==> config.mk <==
export PLATFORM = sky130hd
export DESIGN_NAME = usbf_tok_dec
export DESIGN_NICKNAME = d
export VERILOG_FILES = /design/src/rtl/usbf_tok_dec.sv
export SDC_FILE = /design/constraint.sdc
export NUM_CORES = 1
export LEC_CHECK = 0
export ABC_AREA = 1
export BUFFER_PORTS_ARGS = -buffer_cell sky130_fd_sc_hd__buf_4
export CAP_MARGIN = 10
export CORE_ASPECT_RATIO = 0.75
export CORE_UTILIZATION = 51
export DETAILED_ROUTE_END_ITERATION = 12
export PLACE_DENSITY = 0.78
export SYNTH_ARGS = -nofsm -noshare
export SYNTH_HDL_FRONTEND = slang
export SYNTH_SLANG_ARGS = --single-unit
==> constraint.sdc <==
create_clock -name clk -period 1.75 [get_ports clk]
set_input_delay 0.175 -clock clk [delete_from_list [all_inputs] [get_ports clk]]
set_output_delay 0.175 -clock clk [all_outputs]
set_load 0.01 [all_outputs]
==> src/rtl/usbf_tok_dec.sv <==
// usbf_tok_dec: USB token packet decoder between the UTMI receive byte stream
// and the protocol engine. Captures PID plus two token bytes, checks the PID
// check-nibble and the token CRC5, then reports the result as a one-cycle pulse.
//
// Ports:
//   clk, rst           core clock, asynchronous active-low reset
//   rx_data/rx_valid   UTMI receive byte and its qualifier
//   rx_active          packet in progress; its falling edge ends the packet
//   rx_err             UTMI receive error
//   pid                last PID whose check nibble was good
//   token_fadr/endp    address/endpoint of the last good OUT/IN/SETUP/PING
//   frame_no           frame number of the last good SOF
//   tok_valid, sof_valid, pid_err, crc5_err, seq_err
//                      one-cycle, mutually exclusive result pulses
//
// Latency: result pulse one clk after rx_active is sampled low in the check
// state; pid_err/seq_err pulse one clk after the offending byte or error.

// Combinational USB CRC5 over an 11-bit token field (parallel form of x^5+x^2+1).
module usbf_crc5 (
  input  logic [4:0]  crc_in,
  input  logic [10:0] din,
  output logic [4:0]  crc_out
);

  assign crc_out[0] = din[10] ^ din[9] ^ din[6] ^ din[5] ^ din[3] ^ din[0] ^
                      crc_in[0] ^ crc_in[3] ^ crc_in[4];
  assign crc_out[1] = din[10] ^ din[7] ^ din[6] ^ din[4] ^ din[1] ^
                      crc_in[0] ^ crc_in[1] ^ crc_in[4];
  assign crc_out[2] = din[10] ^ din[9] ^ din[8] ^ din[7] ^ din[6] ^ din[3] ^
                      din[2] ^ din[0] ^ crc_in[0] ^ crc_in[1] ^ crc_in[2] ^
                      crc_in[3] ^ crc_in[4];
  assign crc_out[3] = din[10] ^ din[9] ^ din[8] ^ din[7] ^ din[4] ^ din[3] ^
                      din[1] ^ crc_in[1] ^ crc_in[2] ^ crc_in[3] ^ crc_in[4];
  assign crc_out[4] = din[10] ^ din[9] ^ din[8] ^ din[5] ^ din[4] ^ din[2] ^
                      crc_in[2] ^ crc_in[3] ^ crc_in[4];

endmodule

module usbf_tok_dec (
  input  logic        clk,
  input  logic        rst,
  input  logic [7:0]  rx_data,
  input  logic        rx_valid,
  input  logic        rx_active,
  input  logic        rx_err,
  output logic [3:0]  pid,
  output logic [6:0]  token_fadr,
  output logic [3:0]  token_endp,
  output logic [10:0] frame_no,
  output logic        tok_valid,
  output logic        sof_valid,
  output logic        pid_err,
  output logic        crc5_err,
  output logic        seq_err
);

  localparam logic [2:0] ST_IDLE  = 3'd0;
  localparam logic [2:0] ST_PID   = 3'd1;
  localparam logic [2:0] ST_TOK0  = 3'd2;
  localparam logic [2:0] ST_TOK1  = 3'd3;
  localparam logic [2:0] ST_CHK   = 3'd4;
  localparam logic [2:0] ST_DRAIN = 3'd5;

  localparam logic [3:0] PID_OUT   = 4'b0001;
  localparam logic [3:0] PID_IN    = 4'b1001;
  localparam logic [3:0] PID_SETUP = 4'b1101;
  localparam logic [3:0] PID_SOF   = 4'b0101;
  localparam logic [3:0] PID_PING  = 4'b0100;

  logic [2:0]  state_q, state_d;
  logic [3:0]  pid_q, pid_d;
  logic [7:0]  byte0_q, byte0_d;
  logic [7:0]  byte1_q, byte1_d;
  logic [6:0]  fadr_q, fadr_d;
  logic [3:0]  endp_q, endp_d;
  logic [10:0] frame_q, frame_d;
  logic        tok_valid_q, tok_valid_d;
  logic        sof_valid_q, sof_valid_d;
  logic        pid_err_q, pid_err_d;
  logic        crc5_err_q, crc5_err_d;
  logic        seq_err_q, seq_err_d;

  logic        pid_ok;
  logic        pid_is_token;
  logic [10:0] tok_field;
  logic [10:0] crc_din;
  logic [4:0]  crc_out;
  logic [4:0]  crc_expect;
  logic        crc_ok;

  // PID byte carries its own one's complement in the upper nibble.
  assign pid_ok = (rx_data[7:4] == ~rx_data[3:0]);

  always_comb begin
    case (rx_data[3:0])
      PID_OUT, PID_IN, PID_SETUP, PID_SOF, PID_PING: pid_is_token = 1'b1;
      default:                                       pid_is_token = 1'b0;
    endcase
  end

  // Token field is transmitted LSB first; the CRC core wants it MSB first.
  assign tok_field = {byte1_q[2:0], byte0_q};
  always_comb begin
    for (int i = 0; i < 11; i++) begin
      crc_din[10-i] = tok_field[i];
    end
  end

  usbf_crc5 u_crc5 (
    .crc_in  (5'h1F),
    .din     (crc_din),
    .crc_out (crc_out)
  );

  // Residue is inverted and sent MSB first, landing bit-reversed in byte1[7:3].
  assign crc_expect = ~{crc_out[0], crc_out[1], crc_out[2], crc_out[3], crc_out[4]};
  assign crc_ok     = (crc_expect == byte1_q[7:3]);

  always_comb begin
    state_d     = state_q;
    pid_d       = pid_q;
    byte0_d     = byte0_q;
    byte1_d     = byte1_q;
    fadr_d      = fadr_q;
    endp_d      = endp_q;
    frame_d     = frame_q;
    tok_valid_d = 1'b0;
    sof_valid_d = 1'b0;
    pid_err_d   = 1'b0;
    crc5_err_d  = 1'b0;
    seq_err_d   = 1'b0;

    case (state_q)
      ST_IDLE: begin
        if (rx_active) state_d = ST_PID;
      end

      ST_PID: begin
        // No PID latched yet, so an early end of packet is silent here.
        if (rx_err) begin
          seq_err_d = 1'b1;
          state_d   = ST_DRAIN;
        end else if (!rx_active) begin
          state_d = ST_IDLE;
        end else if (rx_valid) begin
          if (!pid_ok) begin
            pid_err_d = 1'b1;
            state_d   = ST_DRAIN;
          end else begin
            pid_d   = rx_data[3:0];
            // Non-token packets belong to other engines: drain quietly.
            state_d = pid_is_token ? ST_TOK0 : ST_DRAIN;
          end
        end
      end

      ST_TOK0: begin
        if (rx_err) begin
          seq_err_d = 1'b1;
          state_d   = ST_DRAIN;
        end else if (!rx_active) begin
          seq_err_d = 1'b1;
          state_d   = ST_IDLE;
        end else if (rx_valid) begin
          byte0_d = rx_data;
          state_d = ST_TOK1;
        end
      end

      ST_TOK1: begin
        if (rx_err) begin
          seq_err_d = 1'b1;
          state_d   = ST_DRAIN;
        end else if (!rx_active) begin
          seq_err_d = 1'b1;
          state_d   = ST_IDLE;
        end else if (rx_valid) begin
          byte1_d = rx_data;
          state_d = ST_CHK;
        end
      end

      ST_CHK: begin
        if (rx_err) begin
          seq_err_d = 1'b1;
          state_d   = ST_DRAIN;
        end else if (!rx_active) begin
          state_d = ST_IDLE;
          if (!crc_ok) begin
            crc5_err_d = 1'b1;
          end else if (pid_q == PID_SOF) begin
            sof_valid_d = 1'b1;
            frame_d     = tok_field;
          end else begin
            tok_valid_d = 1'b1;
            fadr_d      = byte0_q[6:0];
            endp_d      = {byte1_q[2:0], byte0_q[7]};
          end
        end else if (rx_valid) begin
          // Token packets are exactly three bytes.
          seq_err_d = 1'b1;
          state_d   = ST_DRAIN;
        end
      end

      ST_DRAIN: begin
        // Already reported (or not ours): no further pulses for this packet,
        // including a late rx_err.
        if (!rx_active) state_d = ST_IDLE;
      end

      default: begin
        state_d = ST_IDLE;
      end
    endcase
  end

  always_ff @(posedge clk or negedge rst) begin
    if (!rst) begin
      state_q     <= ST_IDLE;
      pid_q       <= 4'd0;
      byte0_q     <= 8'd0;
      byte1_q     <= 8'd0;
      fadr_q      <= 7'd0;
      endp_q      <= 4'd0;
      frame_q     <= 11'd0;
      tok_valid_q <= 1'b0;
      sof_valid_q <= 1'b0;
      pid_err_q   <= 1'b0;
      crc5_err_q  <= 1'b0;
      seq_err_q   <= 1'b0;
    end else begin
      state_q     <= state_d;
      pid_q       <= pid_d;
      byte0_q     <= byte0_d;
      byte1_q     <= byte1_d;
      fadr_q      <= fadr_d;
      endp_q      <= endp_d;
      frame_q     <= frame_d;
      tok_valid_q <= tok_valid_d;
      sof_valid_q <= sof_valid_d;
      pid_err_q   <= pid_err_d;
      crc5_err_q  <= crc5_err_d;
      seq_err_q   <= seq_err_d;
    end
  end

  assign pid        = pid_q;
  assign token_fadr = fadr_q;
  assign token_endp = endp_q;
  assign frame_no   = frame_q;
  assign tok_valid  = tok_valid_q;
  assign sof_valid  = sof_valid_q;
  assign pid_err    = pid_err_q;
  assign crc5_err   = crc5_err_q;
  assign seq_err    = seq_err_q;

endmodule

==> impl.org, run 1 <==
** Run status
- The flow ran to the end, but the final reports show violations.
- The checks that failed: setup timing.

** Route
- The first detailed-routing pass ran for 4 iterations.
- Iteration-0 DRC Markers :: 223
- For this block, wires on met1 add up to 3370 um.
- Routed wire per std cell :: 15.2 um
- Avg Vias per Cell :: 5.41
- The highest layer touched by signal routing is met4.
- In the detailed route, the total length drawn on met3 is 628 um.
- In this run the remaining antenna-violating nets after routing total 0.
- WL met2 :: approximately 3700 um
- Post-route DRC :: 0
- Detailed Route WL :: 7880 um
- The detailed router placed 2810 vias in this run.

** Timing
- Setup skew after layout :: 0.00870 ns
- Worst-margin pin slew :: around 0.64 ns
- Final hold violations :: 0
- The final count of pins violating max slew was 0.
- Setup slack on the critical path of the routed design comes to -0.112 ns.
- Of the available clock period, the critical path in the final layout requires 106%.
- Setup repair after global routing could not meet its margin everywhere.
- Maximum clock frequency :: 537 MHz
- Relative slew slack :: 57.3%
- Count of endpoints failing setup in the final report :: 25
- After layout, the minimum clock period comes to 1.86 ns.

** Placed design
- During placement, the flow inserted port buffers numbering 43.
- Minimum setup slack after placement :: -0.0989 ns
- The wire-length estimate of the detail-placed layout is 5090 um.
- Placer's final routability congestion estimate :: 0.941

** Setup path
- The worst setup path is captured at a flip-flop.
- The worst register-to-register path has a setup slack of -0.11 ns.
- Slowest stage cell, crit path :: sky130_fd_sc_hd__dfrtp_1
- Broken down by cell family, the worst path's largest delay share belongs to simple AND/OR/NAND/NOR gates.
- Along the worst path, the maximum fanout reaches 8.
- Crit-path max cell delay :: 0.43 ns
- CP Data Required Time :: around 2.0 ns
- Dominant cell type by count on the critical path :: sky130_fd_sc_hd__nand2_1
- STA puts the critical path data arrival time at 2.06 ns.
- CP cell instances :: inv_1 > nand2_1 > nand2_1 > nand2_1 > nand2_2 > nand2_4 > nand3_2 > nand2_2 > nor2_4 > buf_12 > nand3_2 > nand2_1 > nand2_1
- Depth of the worst register-to-register path :: 13
- Worst path buffer plus inverter count :: 2
- Critical path startpoint category :: flip-flop
- By startpoint and endpoint, the worst setup path is classified as reg -> reg.
- Endpoint of the worst register-to-register path :: frame_no[3]
- R2r startpoint :: byte1_q[2]

** Yosys
- The number of nets handed over by synthesis was 374.
- For this run, the register share of the synthesized area comes to 45.4%.
- Total standard cell area after synthesis :: 0.00276 mm2
- A synthesized cell averages 7.64 um2.
- Cell count after synthesis :: between 300 and 400
- In this run, synthesis produced a sequential element count of 50.
- Yosys synthesis warning count :: 0
- Number of distinct library cells after synthesis :: 28

** Clock network
- Clock tree from TritonCTS :: yes
- The clock drives 50 sinks.
- CTS Buf Count :: 5
- After clock tree synthesis, the clock-pin slew on the worst setup and hold paths is ~0.09 ns.
- The H-tree generated during clock tree synthesis spans 2 levels.
- Clock tree root driver cell :: sky130_fd_sc_hd__clkbuf_8
- The clock reaches the later pin of the worst-skew pair after 0.31 ns.
- The clock passes through at most 2 buffers.

** Cells and area
- Leaving out fill and tap cells, the most frequent cell in the layout is sky130_fd_sc_hd__nand2_1.
- The post-route netlist has roughly 36% of its cells at a drive strength greater than 1.
- Commonest cells after routing, fill and taps aside :: 113 x sky130_fd_sc_hd__nand2_1, 75 x sky130_fd_sc_hd__buf_4, 44 x sky130_fd_sc_hd__dfrtp_1
- The filler cells instantiated in the layout total 355.
- After the last flow step, the layout net total stands at 460.
- The area growth from synthesis to layout is 35.6%.
- 0 antenna diodes ended up in the layout.

** Power
- Worst voltage drop across the vdd grid :: slightly above 600 uV
- In this run the static leakage power is 2.01 nW.
- NetSw :: slightly above 1 mW
- Net switching is 33.1% of the power.
- Combinational share of power :: 30.9%
- Overall power :: 3.07 mW
- In this run the power density over the cells is 822 mW/mm2.
- Clock Power Share :: 27.1%
- Int Pwr :: 2.06 mW
- Share of power burned in registers :: 42.0%

** Worst hold path
- Hold Path Depth :: 3
- In this run the worst hold path is classified as in -> reg.
- For hold timing, the worst endpoint is pid_err.
- In this run the most critical hold path is launched from rx_valid.

** Floorplanning
- between 40 and 50 I/O pins were placed.
- Die width :: 86.9 um
- The die is 65.7 um tall.
- The initial utilization of the core area, before any placement, comes to 54.8%.
- The total area inside the core boundary comes to between 0.005 and 0.006 mm2.
- Rows :: 22
- The die covers between 0.005 and 0.006 mm2.

** GRT
- The first global-routing pass estimated 12700 um of wire.
- Entering global routing, the biggest net connects 51 pins.
- For this run, the total global-route usage over all layers was measured as 29.5%.
- Via count of the first global-routing pass :: ~2700
- Aggregate global routing overflow :: 0
- The number of antenna violations at the first check in global routing is 0.

** Flow run
- Number of max-cap violations :: 0
==> area by class of cell <==
cell class / instances / area [um2] / area share, %
timing repair buffer: 89 / 722 / 19.3
inverter: 41 / 159 / 4.25
clock inverter: 1 / 30.0 / 0.803
multi-input combinational: 260 / 1400 / 37.4
tap: 72 / 90.1 / 2.41
clock buffer: 6 / 82.6 / 2.21
sequential: 50 / 1260 / 33.6
==> cells by family (layout without fill, tap and decap cells) <==
family	after synthesis	after routing	synth area share, %
DFF	50	50	45.4
and+or+nand+nor	221	224	38.3
xor gates and xnor gates	2	2	0.635
buffers and inverters	54	137	9.43
AOI/OAI and AO/OA	34	34	6.30
==> power groups by stage <==
stage                     clock network, mW  registers [mW]  logic, mW
after detailed placement                  0            1.31      0.773
final                                 0.832            1.29      0.951
after global placement                    0            1.30      0.752
after floorplan                           0            1.31      0.514
after CTS                             0.835            1.29      0.862
after global routing                  0.887            1.30       1.04
==> flip-flops by register name, summed over array words and instances (netlist names) <==
register,count
byte0_q,8
byte1_q,8
crc5_err,1
frame_no,11
pid,4
pid_err,1
seq_err,1
sof_valid,1
state_q,3
tok_valid,1
token_endp,4
token_fadr,7
==> metal layers <==
layer | global-route usage [%] | vias to the layer above
li1 | - | 1332
met1 | 40.1 | 1318
met2 | 47.8 | 134
met3 | 5.78 | 26
met4 | 9.17 | 0
met5 | 0 | -
==> stage by stage <==
step,TNS [ns],utilization (%),instances,hold WS [ns],area [um2]
after CTS,-0.622,71.3,513,0.147,3590
after floorplan,0,-,361,-0.121,2760
after global placement,-0.823,65.4,493,0.239,3290
after detailed placement,-1.66,65.4,493,0.238,3290
final,-2.01,74.3,519,0.143,3740
after global routing,-4.41,74.3,519,0.167,3740
==> worst max-delay path by stage <==
stage / cells after the start / from / slack (ns) / to
after global routing: 14 / byte0_q[5] / -0.22 / token_fadr[0]
final: 13 / byte1_q[2] / -0.11 / frame_no[3]
after floorplan: 16 / byte0_q[6] / 0.04 / frame_no[8]
after detailed placement: 12 / byte0_q[0] / -0.1 / token_endp[2]
after global placement: 12 / byte0_q[0] / -0.05 / frame_no[5]
after CTS: 13 / byte0_q[0] / -0.04 / token_fadr[0]
==> synthesized netlist by cell type <==
master / n / area, um2
sky130_fd_sc_hd__a211oi_1: 1 / 7.51
sky130_fd_sc_hd__a21oi_1: 4 / 20.0
sky130_fd_sc_hd__and2_1: 1 / 6.26
sky130_fd_sc_hd__and3_1: 1 / 6.26
sky130_fd_sc_hd__buf_2: 2 / 10.0
sky130_fd_sc_hd__buf_4: 2 / 15.0
sky130_fd_sc_hd__buf_6: 6 / 67.6
sky130_fd_sc_hd__clkbuf_1: 3 / 11.3
sky130_fd_sc_hd__dfrtp_1: 50 / 1250
sky130_fd_sc_hd__inv_1: 35 / 131
sky130_fd_sc_hd__inv_2: 5 / 18.8
sky130_fd_sc_hd__inv_4: 1 / 6.26
sky130_fd_sc_hd__nand2_1: 136 / 510
sky130_fd_sc_hd__nand2_2: 8 / 50.1
sky130_fd_sc_hd__nand2_4: 3 / 33.8
sky130_fd_sc_hd__nand3_1: 11 / 55.1
sky130_fd_sc_hd__nand3_2: 4 / 40.0
sky130_fd_sc_hd__nand3_4: 3 / 52.6
sky130_fd_sc_hd__nand3b_1: 2 / 15.0
sky130_fd_sc_hd__nand4_1: 25 / 156
sky130_fd_sc_hd__nor2_1: 22 / 82.6
sky130_fd_sc_hd__nor2_4: 1 / 11.3
sky130_fd_sc_hd__nor2_8: 1 / 20.0
sky130_fd_sc_hd__nor3_1: 2 / 10.0
sky130_fd_sc_hd__nor4_1: 1 / 6.26
sky130_fd_sc_hd__o21ai_0: 28 / 140
sky130_fd_sc_hd__o22ai_1: 1 / 6.26
sky130_fd_sc_hd__xnor2_1: 2 / 17.5
==> worst register-to-register path, stage by stage (launching register included) <==
cell and delay (ns):
sky130_fd_sc_hd__dfrtp_1 0.43, sky130_fd_sc_hd__inv_1 0.10, sky130_fd_sc_hd__nand2_1 0.07, sky130_fd_sc_hd__nand2_1 0.10, sky130_fd_sc_hd__nand2_1 0.14, sky130_fd_sc_hd__nand2_2 0.12
sky130_fd_sc_hd__nand2_4 0.07, sky130_fd_sc_hd__nand3_2 0.08, sky130_fd_sc_hd__nand2_2 0.06, sky130_fd_sc_hd__nor2_4 0.12, sky130_fd_sc_hd__buf_12 0.15, sky130_fd_sc_hd__nand3_2 0.16
sky130_fd_sc_hd__nand2_1 0.11, sky130_fd_sc_hd__nand2_1 0.05
==> what timing repair did <==
action / CTS / global route
hold buffers: 1 / 0
gates cloned: 4 / 1
endpoints found under the setup margin: 23 / 25
endpoints found under the hold margin: 50 / 0
pin swaps: 4 / 15
gates resized for setup: 24 / 34
setup buffers: 8 / 5
(Power assumes the default switching activity.)
==> run 2, diff against run 1 <==
--- a/config.mk
+++ b/config.mk
@@ -5,13 +5,12 @@
 export SDC_FILE = /design/constraint.sdc
 export NUM_CORES = 1
 export LEC_CHECK = 0
-export ABC_AREA = 1
 export BUFFER_PORTS_ARGS = -buffer_cell sky130_fd_sc_hd__buf_4
 export CAP_MARGIN = 10
 export CORE_ASPECT_RATIO = 0.75
-export CORE_UTILIZATION = 51
+export CORE_UTILIZATION = 50
 export DETAILED_ROUTE_END_ITERATION = 12
-export PLACE_DENSITY = 0.78
+export PLACE_DENSITY = 0.77
 export SYNTH_ARGS = -nofsm -noshare
 export SYNTH_HDL_FRONTEND = slang
 export SYNTH_SLANG_ARGS = --single-unit
==> impl.org, run 2 <==
** Setup path
- Biggest fanout along the worst timing path :: 6 (-2)
- In this run the critical register-to-register path is launched from byte0_q[4].
- Tracing the worst setup path back leads to its startpoint at byte0_q[4].
- The critical path goes through xnor3_2 > xnor2_2 > nor3_2 > buf_4 > o211ai_2 > buf_4 > mux2_1.
- The number of stages on the worst setup path was 7 (-6).
- Crit-path max cell delay :: 0.44 ns (about the same)
- Crit path kind :: reg -> reg
- Endpoint of the worst register-to-register path :: token_endp[0]
- Minimum setup slack among reg-to-reg paths :: -0.37 ns (-0.26 ns)
- CP Data Required Time :: 1.95 ns (about the same)
- Depth of the worst register-to-register path :: 7 (-6)
- Arr. time, crit path :: 2.32 ns (+0.26 ns)
- Capturing instance or port of the critical path :: token_endp[0]
- Family of cells with the greatest summed delay on the critical path :: XOR/XNOR gates
- Critical path startpoint category :: flip-flop
- In this design, the critical path's most frequently occurring cell is sky130_fd_sc_hd__buf_4.
- For this design, the slowest cell found on the critical path is sky130_fd_sc_hd__xnor3_2.
- Kind of end point of the critical path :: flip-flop
- Worst path buffer plus inverter count :: 2 (unchanged)

** Route
- The final wirelength was 5270 um (-33%).
- Routed wire per std cell :: 16.3 um (+7.1%)
- The ratio of routed vias to standard cells is 5.40 (-0.18%).
- Antenna-violating nets left :: 0 (unchanged)
- Number of vias in the routed layout :: 1751 (-38%)
- Iteration-0 DRC Markers :: 80 (-64%)
- The detailed-router iteration count before antenna repair is 4 (unchanged).
- The number of DRC violations after detailed routing came to 0 (unchanged).

** Cells and area
- Number of flip-flops in the largest register :: 11 (unchanged)
- Share of post-route cells with drive strength above 1 :: 47.9% (+12 points)
- Cell area after layout :: 0.00333 mm2 (-11%)
- Number of inserted diodes :: 0 (unchanged)
- The library cell used most frequently in the layout, excluding fill and tap cells, is sky130_fd_sc_hd__buf_4.
- Layout overhead on the synthesized area :: 33.3%
- The non-filler instance count after layout is 324 (-38%).
- Commonest cells after routing, fill and taps aside :: 82 x sky130_fd_sc_hd__buf_4, 50 x sky130_fd_sc_hd__dfrtp_1, 22 x sky130_fd_sc_hd__mux2_1
- Final #Nets :: 280 (-39%)

** Placed design
- The number of buffer cells added on primary ports is 43 (unchanged).
- Inst Count DP :: 310 (-37%)
- Cell area after placement :: 0.00316 mm2 (-4.0%)
- The placer's final routability congestion estimate is 0.861 (-8.5%).
- The detailed placement HPWL is 3830 um (-25%).

** Yosys
- Ranked by total cell area, the synthesized netlist is headed by sky130_fd_sc_hd__dfrtp_1 50%, sky130_fd_sc_hd__mux2_4 11%, sky130_fd_sc_hd__mux2_1 10%, sky130_fd_sc_hd__xnor2_1 3.5%, sky130_fd_sc_hd__xor3_1 1.9%.
- Cell count after synthesis :: 180 (-50%)
- The share of flip-flops with an asynchronous set or reset came to 100% (unchanged).
- Among all cell types in the netlist, the one instantiated most often is sky130_fd_sc_hd__dfrtp_1.
- The fraction of synthesized area in multiplexers came to 22.7% (+23 points).
- Dominant cell type by area after synthesis :: sky130_fd_sc_hd__dfrtp_1
- The synthesized-area fraction occupied by adder cells was 0% (unchanged).
- Yosys synthesis warning count :: 0 (unchanged)
- Count of flip-flops with a built-in enable after synthesis :: 0 (unchanged)
- The top-area cell type share of the netlist area was 50.2% (+4.8 points).
- The post-synthesis simple-gate area fraction was 7.22% (-31 points).
- The post-synthesis average cell area was 13.9 um2 (+81%).
- Number of register bits inferred by synthesis :: 50 (unchanged)
- Total standard cell area after synthesis :: 0.00249 mm2 (-9.6%)
- Syn_nets :: 193 (-48%)
- The fraction of the mapped netlist area in compound gates is 7.22% (+0.92 points).
- In the synthesized netlist the dominant register cell turns out to be sky130_fd_sc_hd__dfrtp_1.
- Number of distinct library cells after synthesis :: 46 (+64%)
- Area share of xor/xnor cells in the synthesized design :: 10.2% (+9.6 points)
- Share of synthesized area occupied by flip-flops and latches :: 50.2% (+4.8 points)
- Most common library cells after synthesis :: 50 x sky130_fd_sc_hd__dfrtp_1, 23 x sky130_fd_sc_hd__mux2_1, 19 x sky130_fd_sc_hd__mux2_4
- Largest family of logic cells by synthesized area :: multiplexers

** Timing
- Tcrit/Tclk final :: 121% (+15 points)
- Setup TNS :: -7.51 ns (-5.50 ns)
- The final critical-path required period is 2.12 ns (+0.257 ns).
- Setup repair after global routing could not meet its margin everywhere.
- Setup skew after layout :: 0.00788 ns (-0.000825 ns)
- The headroom to the max-slew limit came to 58.0% (+0.71 points).
- Count of endpoints failing setup in the final report :: 25 (unchanged)
- The transition time at the pin with the least slew margin was 0.630 ns (-0.0106 ns).
- The final count of pins violating max slew was 0 (unchanged).
- The minimum hold slack is 0.107 ns (-0.0358 ns).
- The number of hold-slack violations in the final timing report was 0 (unchanged).
- The highest achievable clock rate was 472 MHz (-12%).
- Worst-case setup margin in the final layout :: -0.369 ns (-0.257 ns)

** GRT
- First-pass GRT wire length :: 8850 um (-30%)
- Aggregate global routing overflow :: 0 (unchanged)
- Maximum number of pins on one net before global-route repair :: 51 (unchanged)
- Total GRT Usage :: 22.1% (-7.5 points)
- Number of antenna violations at the first check in global routing :: 0 (unchanged)
- Via count of the first global-routing pass :: 1704 (-37%)

** Run status
- The checks that failed: setup timing.
- The flow ran to the end, but the final reports show violations.

** Clock network
- Clock tree from TritonCTS :: yes
- The total clock buffers created by CTS is 5 (unchanged).
- Clock tree root driver cell :: sky130_fd_sc_hd__clkbuf_8
- Maximum clock insertion buffer count :: 2 (unchanged)
- The TritonCTS sink count was 50 (unchanged).
- Clock insertion delay at the later pin of the skew report :: 0.31 ns (about the same)
- The clock transition at the registers of the reported paths is 0.09 ns (about the same).
- The H-tree level count is 2 (unchanged).

** Floorplanning
- Rows :: 21 (-4.5%)
- Die width :: 83.6 um (-3.9%)
- The placeable core region came to 0.00462 mm2 (-8.2%).
- The total die area came to 0.00528 mm2 (-7.6%).
- The top-level I/O count is 44 (unchanged).
- The die span in y is 63.2 um (-3.8%).
- The starting density of the core was 54.0% (-0.82 points).

** Worst hold path
- Type of the most critical hold path :: in -> reg

** Power
- The total power after layout was 2.54 mW (-17%).
- The power density over the cells came to 765 mW/mm2 (-6.9%).
- The total leakage power was 1.76 nW (-12%).
- Worst voltage drop across the vdd grid :: 582 uV (-3.5%)

** Flow run
- The max-cap violation count came to 0 (unchanged).
run 2: how the worst min path moves through the flow:
| stage | start | end | slack [ns] | cells past startpoint |
|---|---|---|---|---|
| floorplan | rst | byte0_q[0] | -0.12 | 0 |
| global placement | rst | frame_no[2] | 0.23 | 1 |
| detailed placement | rst | tok_valid | 0.23 | 1 |
| CTS | rx_data[7] | byte1_q[7] | 0.11 | 2 |
| global route | rx_data[7] | byte0_q[7] | 0.10 | 2 |
| finish | rx_data[7] | byte1_q[7] | 0.11 | 2 |
run 2: worst register-to-register path, cell delays in order, from the launching register on:
cell and delay [ns]:
sky130_fd_sc_hd__dfrtp_1 0.43, sky130_fd_sc_hd__xnor3_2 0.44, sky130_fd_sc_hd__xnor2_2 0.18, sky130_fd_sc_hd__nor3_2 0.22
sky130_fd_sc_hd__buf_4 0.17, sky130_fd_sc_hd__o211ai_2 0.09, sky130_fd_sc_hd__buf_4 0.19, sky130_fd_sc_hd__mux2_1 0.31
run 2: area by class of cell:
class	instances	area (um2)
Timing Repair Buffer	86	668
Tap cell	57	71.3
Sequential cell	50	1250
Inverter	6	22.5
Multi-Input combinational cell	118	1240
Clock buffer	7	76.3
Fill cell	330	1300
run 2: routing by layer:
metal  wire (um)  track usage, %
met3         335            6.82
met1        2650            32.8
met4           8            3.81
met2        2280            32.2
met5           0               0
run 2: what timing repair did:
item	in CTS	in global routing
endpoints found under the setup margin	23	29
pin swaps	0	0
resized for setup	4	2
hold buffers	1	0
endpoints found under the hold margin	50	0
setup buffers	5	1
run 2: stage by stage:
step / util (%) / worst slack (ns)
after floorplan: - / -0.271
after global placement: 68.4 / -0.299
after detailed placement: 68.4 / -0.342
after CTS: 71.6 / -0.322
after global routing: 71.9 / -0.457
final: 71.9 / -0.369
run 2: kinds of logic (layout without fill, tap and decap cells):
kind of cell,count (synthesis),count (layout)
flip-flops,50,50
multiplexers,43,43
AND/OR/NAND/NOR,30,30
AO/OA/AOI/OAI,25,25
XOR/XNOR,20,20
buffers and inverters,12,99
run 2: power by group:
part	internal [mW]	total (mW)	leakage (nW)	switching (mW)
combinational	0.330	0.639	1.04	0.309
clock	0.276	0.643	0.0383	0.367
sequential	1.22	1.26	0.688	0.0398
total	1.83	2.54	1.76	0.716
